File: config.mk
export PLATFORM = sky130hd
export DESIGN_NAME = add_arbiter
export DESIGN_NICKNAME = d
export VERILOG_FILES = /design/src/rtl/add_arbiter.sv
export SDC_FILE = /design/constraint.sdc
export NUM_CORES = 1
export LEC_CHECK = 0
export CAP_MARGIN = 20
export CORE_AREA = 2 2 158 160
export CTS_CLUSTER_SIZE = 8
export DETAILED_ROUTE_END_ITERATION = 6
export DIE_AREA = 0 0 160 162
export HOLD_SLACK_MARGIN = 0.15
export PLACE_DENSITY = 0.69
export SETUP_SLACK_MARGIN = 0.1
export SLEW_MARGIN = 20
export SYNTH_ARGS = -nofsm -noshare
export SYNTH_HDL_FRONTEND = slang
export SYNTH_SLANG_ARGS = --single-unit
File: constraint.sdc
create_clock -name i_clk -period 3.7 [get_ports i_clk]
set_input_delay 1.11 -clock i_clk [delete_from_list [all_inputs] [get_ports i_clk]]
set_output_delay 1.11 -clock i_clk [all_outputs]
set_load 0.1 [all_outputs]
File: src/rtl/add_arbiter.sv
// add_arbiter: round-robin sequencer sharing one registered adder among NUM_REQ requesters.
// Optional macro ADD_ARB_PRIO0_EN gives requester 0 strict priority over the round-robin group.
module add_arbiter #(
   parameter  int WIDTH   = 32,
   parameter  int NUM_REQ = 4,
   parameter  int LATENCY = 1,
   localparam int IDW     = $clog2(NUM_REQ)
) (
   input  logic                     i_clk,
   input  logic                     i_rst_n,
   input  logic [NUM_REQ-1:0]       i_req_valid,
   output logic [NUM_REQ-1:0]       o_req_ready,
   input  logic [NUM_REQ*WIDTH-1:0] i_req_a,
   input  logic [NUM_REQ*WIDTH-1:0] i_req_b,
   output logic [WIDTH-1:0]         o_add_a,
   output logic [WIDTH-1:0]         o_add_b,
   output logic                     o_add_start,
   input  logic [WIDTH-1:0]         i_add_sum,
   input  logic                     i_add_overflow,
   output logic                     o_rsp_valid,
   input  logic                     i_rsp_ready,
   output logic [IDW-1:0]           o_rsp_id,
   output logic [WIDTH-1:0]         o_rsp_sum,
   output logic                     o_rsp_overflow
);

   localparam int CW = (LATENCY > 1) ? $clog2(LATENCY) : 1;

   typedef enum logic [1:0] {IDLE, START, WAIT, RESP} state_e;

   state_e           state_q, state_d;
   logic [IDW-1:0]   ptr_q, ptr_d;
   logic [IDW-1:0]   id_q, id_d;
   logic [CW-1:0]    cnt_q, cnt_d;
   logic [WIDTH-1:0] add_a_q, add_a_d;
   logic [WIDTH-1:0] add_b_q, add_b_d;
   logic [WIDTH-1:0] sum_q, sum_d;
   logic             ovf_q, ovf_d;
   logic             rsp_valid_q, rsp_valid_d;

   logic [NUM_REQ-1:0] rr_valid;
   logic [NUM_REQ-1:0] grant;
   logic [IDW-1:0]     win_id;
   logic [IDW-1:0]     scan;
   logic               found;
   logic [WIDTH-1:0]   req_a [NUM_REQ];
   logic [WIDTH-1:0]   req_b [NUM_REQ];

   for (genvar g = 0; g < NUM_REQ; g++) begin : g_unpack
      assign req_a[g] = i_req_a[g*WIDTH +: WIDTH];
      assign req_b[g] = i_req_b[g*WIDTH +: WIDTH];
   end

   // Scan starts one past the last winner and wraps, so the last winner is checked last.
   always_comb begin
      rr_valid = i_req_valid;
`ifdef ADD_ARB_PRIO0_EN
      rr_valid[0] = 1'b0;
`endif
      found  = 1'b0;
      win_id = '0;
      scan   = ptr_q;
      for (int i = 0; i < NUM_REQ; i++) begin
         scan = (scan == IDW'(NUM_REQ - 1)) ? '0 : scan + 1'b1;
         if (!found && rr_valid[scan]) begin
            found  = 1'b1;
            win_id = scan;
         end
      end
`ifdef ADD_ARB_PRIO0_EN
      if (i_req_valid[0]) begin
         found  = 1'b1;
         win_id = '0;
      end
`endif
      grant         = '0;
      grant[win_id] = found;
   end

   // NOTE: every _d gets its hold value first, so no path through the case can infer a latch.
   always_comb begin
      state_d     = state_q;
      ptr_d       = ptr_q;
      id_d        = id_q;
      cnt_d       = cnt_q;
      add_a_d     = add_a_q;
      add_b_d     = add_b_q;
      sum_d       = sum_q;
      ovf_d       = ovf_q;
      rsp_valid_d = rsp_valid_q;
      case (state_q)
         IDLE: begin
            if (found) begin
               add_a_d = req_a[win_id];
               add_b_d = req_b[win_id];
               id_d    = win_id;
`ifdef ADD_ARB_PRIO0_EN
               if (win_id != '0) ptr_d = win_id;
`else
               ptr_d   = win_id;
`endif
               state_d = START;
            end
         end
         START: begin
            cnt_d   = CW'(LATENCY - 1);
            state_d = WAIT;
         end
         WAIT: begin
            if (cnt_q == '0) begin
               sum_d       = i_add_sum;
               ovf_d       = i_add_overflow;
               rsp_valid_d = 1'b1;
               state_d     = RESP;
            end else begin
               cnt_d = cnt_q - 1'b1;
            end
         end
         RESP: begin
            if (i_rsp_ready) begin
               rsp_valid_d = 1'b0;
               state_d     = IDLE;
            end
         end
         default: state_d = IDLE;
      endcase
   end

   // NOTE: non-blocking assignments so all registers update together from pre-edge values.
   always_ff @(posedge i_clk or negedge i_rst_n) begin
      if (!i_rst_n) begin
         state_q     <= IDLE;
         ptr_q       <= IDW'(NUM_REQ - 1);
         id_q        <= '0;
         cnt_q       <= '0;
         add_a_q     <= '0;
         add_b_q     <= '0;
         sum_q       <= '0;
         ovf_q       <= 1'b0;
         rsp_valid_q <= 1'b0;
      end else begin
         state_q     <= state_d;
         ptr_q       <= ptr_d;
         id_q        <= id_d;
         cnt_q       <= cnt_d;
         add_a_q     <= add_a_d;
         add_b_q     <= add_b_d;
         sum_q       <= sum_d;
         ovf_q       <= ovf_d;
         rsp_valid_q <= rsp_valid_d;
      end
   end

   assign o_req_ready    = (state_q == IDLE) ? grant : '0;
   assign o_add_start    = (state_q == START);
   assign o_add_a        = add_a_q;
   assign o_add_b        = add_b_q;
   assign o_rsp_valid    = rsp_valid_q;
   assign o_rsp_id       = id_q;
   assign o_rsp_sum      = sum_q;
   assign o_rsp_overflow = ovf_q;

endmodule

==> results.tsv <==
stage	metric	value	unit
clock_network	cts_buffer_depth	2	
cells_and_area	drive_above_1_share	30.8	%
cells_and_area	layout.nets	1211	
grt	grt_overflow	0	
setup_path	worst_r2r_path_depth	12	
setup_path	rr_endpoint	o_add_b[18]$_DFFE_PN0P_	
floorplan	initial_core_util	25.8	%
yosys	synth_flop_cell	dfrtp_1	
clock_network	cts.htree.levels	3	
sta	finalSetupViolations	4	
yosys	netlist_top_cells_area	dfrtp_1 (41%), mux2i_1 (21%), a221oi_2 (15%)	
drt	wl_per_cell	18.4	µm
yosys	synthCells	508	
yosys	synthSimpleGateAreaFrac	6.85	%
drt	drt-total-wl	22800	µm
yosys	synth_compound_area_share	17.9	%
setup_path	crit_path_end	o_req_ready[3]	
drt	drcViolationCount	0	
drt	vias_per_cell	4.57	
yosys	synth_edf_count	0	
sta	fin_ws	-0.125	ns
setup_path	required	2.59	ns
setup_path	cp_data_arrival_time	2.71	ns
floorplan	rows	57	
sta	timing.fmax	261	MHz
sta	tightest_slew	0.805	ns
yosys	synth.area.mux_share	27.2	%
drt	detail-route-antenna-nets	0	
run	drv_cap	0	
yosys	synthArstFlopShare	100	%
setup_path	cp_max_fo	5	
sta	skew	0.0129	ns
yosys	syn_area	6210	µm²
run_status	status	finished, violations left	
clock_network	numCtsBuffers	9	
clock_network	clockRootBuffer	clkbuf_16	
setup_path	crit_type	in -> out	
grt	globalRouteTotalUtil	17.3	%
grt	grt_pass1_wl	35400	µm
setup_path	slowest_delay	0.49	ns
sta	layout_min_cycle_time	3.82	ns
drt	drt-initial-drc-count	254	
placement	placed_area	10500	µm²
grt	antenna_found_initial	0	
sta	drv_slew	0	
drt	first_pass_iters	4	
clock_network	cts.sinks	104	
run_status	violations	setup timing	
sta	whs	0.493	ns
yosys	synth.avg_cell_area	12.2	µm²
clock_network	cts_tree	done	
yosys	synth.largest_area_cell	dfrtp_1	
hold_path	holdCritPathClass	reg -> reg	
setup_path	reg2reg_from	ptr_q[0]$_DFFE_PN1P_	
yosys	synth_fa_ha_area_share	1.01	%
yosys	synth_nets	809	
yosys	ys_ff_latch	104	
grt	grt_pass1_vias	6043	
cells_and_area	antennaDiodeCount	0	
drt	vias	5658	
placement	io_buffers	400	
yosys	netlist.area_leader.share	41.1	%
yosys	synth_warnings	0	
setup_path	critPathLaunchType	primary input	
setup_path	crit_start	i_req_valid[1]	
placement	place.gp.congestion	0.802	
setup_path	endpoint_kind	output port	
clock_network	clk_latency	0.36	ns
clock_network	holdBufCountCts	0	
placement	hpwl	17600	µm
setup_path	crit_slowest_cell	or4b_4	
clock_network	cts.reportedPaths.clkPinSlew	0.08	ns
floorplan	die_area	25900	µm²
grt	grt_max_degree	67	
yosys	synth_xor_area_share	0	%
floorplan	core_region_area	24100	µm²
sta	min_period_over_period	103	%
sta	rsz0062_at_grt	true	
yosys	yosysSeqAreaShare	42.0	%
setup_path	cp_num_cells	7	
floorplan	fp.dieH	162	µm
cells_and_area	fin_area	10900	µm²
setup_path	critPathTopFamily	simple AND/OR/NAND/NOR gates	
setup_path	critPathBufInv	2	
sta	slew_headroom	46.3	%
sta	hold_viol	0	
floorplan	die_w	160	µm
setup_path	reg2reg_slack	0.46	ns
hold_path	min_from	o_rsp_id[0]$_DFFE_PN0P_	
cells_and_area	syn_to_final_growth	76.4	%
setup_path	worstPathCellList	buf_6 > or4b_4 > a21oi_4 > a211oi_2 > o32ai_4 > and3_4 > buf_12	
floorplan	pin_count	401	
hold_path	min_path_cells	1	
yosys	ys_types	40	
yosys	synth_top_family_by_area	multiplexers	
## flip-flops by register name, summed over array words and instances (netlist names)
name / flops
o_add_a: 32
ptr_q: 2
o_add_b: 32
state_q: 2
o_rsp_overflow: 1
o_rsp_id: 2
o_rsp_valid: 1
o_rsp_sum: 32
## kinds of logic after synthesis
logic type,Yosys count
AO/OA/AOI/OAI,85
adder cells (fa/ha/maj),5
buffers and inverters,52
flip-flops,104
multiplexers,163
AND/OR/NAND/NOR,99
## what timing repair did
item,4_1_cts,5_1_grt
gates cloned,0,0
setup endpoints to repair,26,4
gates resized for setup,22,7
buffers inserted,3,1
pin swaps,9,8
## placed cells by master (no fill, tap or decap), drive strengths merged, types with 3 or more instances in the layout
cell type and count:
o21ai 4, a221oi 64, dfrtp 102, clkbuf 9, mux2i 129, mux2 33, nor2 80, clkinv 3
nand2b 4, nor3 3, buf 145, a21oi 3, inv 10, ha 5, clkdlybuf4s50 290
## worst reg2reg max path, delay by kind of cell (launching register included)
kind	cells	cell delay, ns
buffers and inverters	6	1.11
flip-flops	1	0.40
AND/OR/NAND/NOR	1	0.56
AO/OA/AOI/OAI	4	0.63
multiplexers	1	0.40
## through the flow
step | worst slack (ns) | utilization, % | cells | setup TNS, ns
after floorplan | -0.420 | - | 508 | -1.60
after global placement | -0.483 | 43.6 | 1219 | -13.12
after detailed placement | -0.535 | 43.6 | 1219 | -16.08
after CTS | -0.164 | 45.2 | 1238 | -0.551
after global routing | -0.169 | 45.4 | 1239 | -0.608
final | -0.125 | 45.4 | 1239 | -0.412
## final cells by class
cell class / instances / area (µm²)
Clock buffer: 9 / 225
Clock inverter: 7 / 96.3
Fill cell: 2310 / 13200
Inverter: 6 / 22.5
Multi-Input combinational cell: 352 / 3430
Sequential cell: 104 / 2610
Tap cell: 324 / 405
Timing Repair Buffer: 437 / 4160
## how the worst min path moves through the flow
stage                               to
3_3_place_gp   o_rsp_id[0]$_DFFE_PN0P_
6_report       o_rsp_id[0]$_DFFE_PN0P_
2_1_floorplan     ptr_q[1]$_DFFE_PN1P_
3_5_place_dp   o_rsp_id[0]$_DFFE_PN0P_
5_1_grt        o_rsp_id[0]$_DFFE_PN0P_
4_1_cts        o_rsp_id[0]$_DFFE_PN0P_
## cells in the mapped netlist, drive strengths merged (2+ instances only)
cell type	n
a21o	2
a21oi	3
a221oi	64
a31oi	2
and3	2
buf	33
clkbuf	13
dfrtp	102
dfstp	2
ha	5
inv	6
mux2	33
mux2i	129
nand2b	4
nor2	80
nor2b	2
nor3	3
nor4	2
o211ai	2
o21ai	4
o22ai	2
## per-layer routing
metal | up-vias | global-route usage [%] | wire [µm]
li1 | 2715 | - | -
met1 | 2677 | 21.2 | 9180
met2 | 244 | 30.1 | 11600
met3 | 22 | 4.57 | 1580
met4 | 0 | 4.63 | 413
met5 | - | 0 | 0
Power is not shown: default switching activity piles up to over one toggle a cycle in this logic, so the estimate is an artifact.
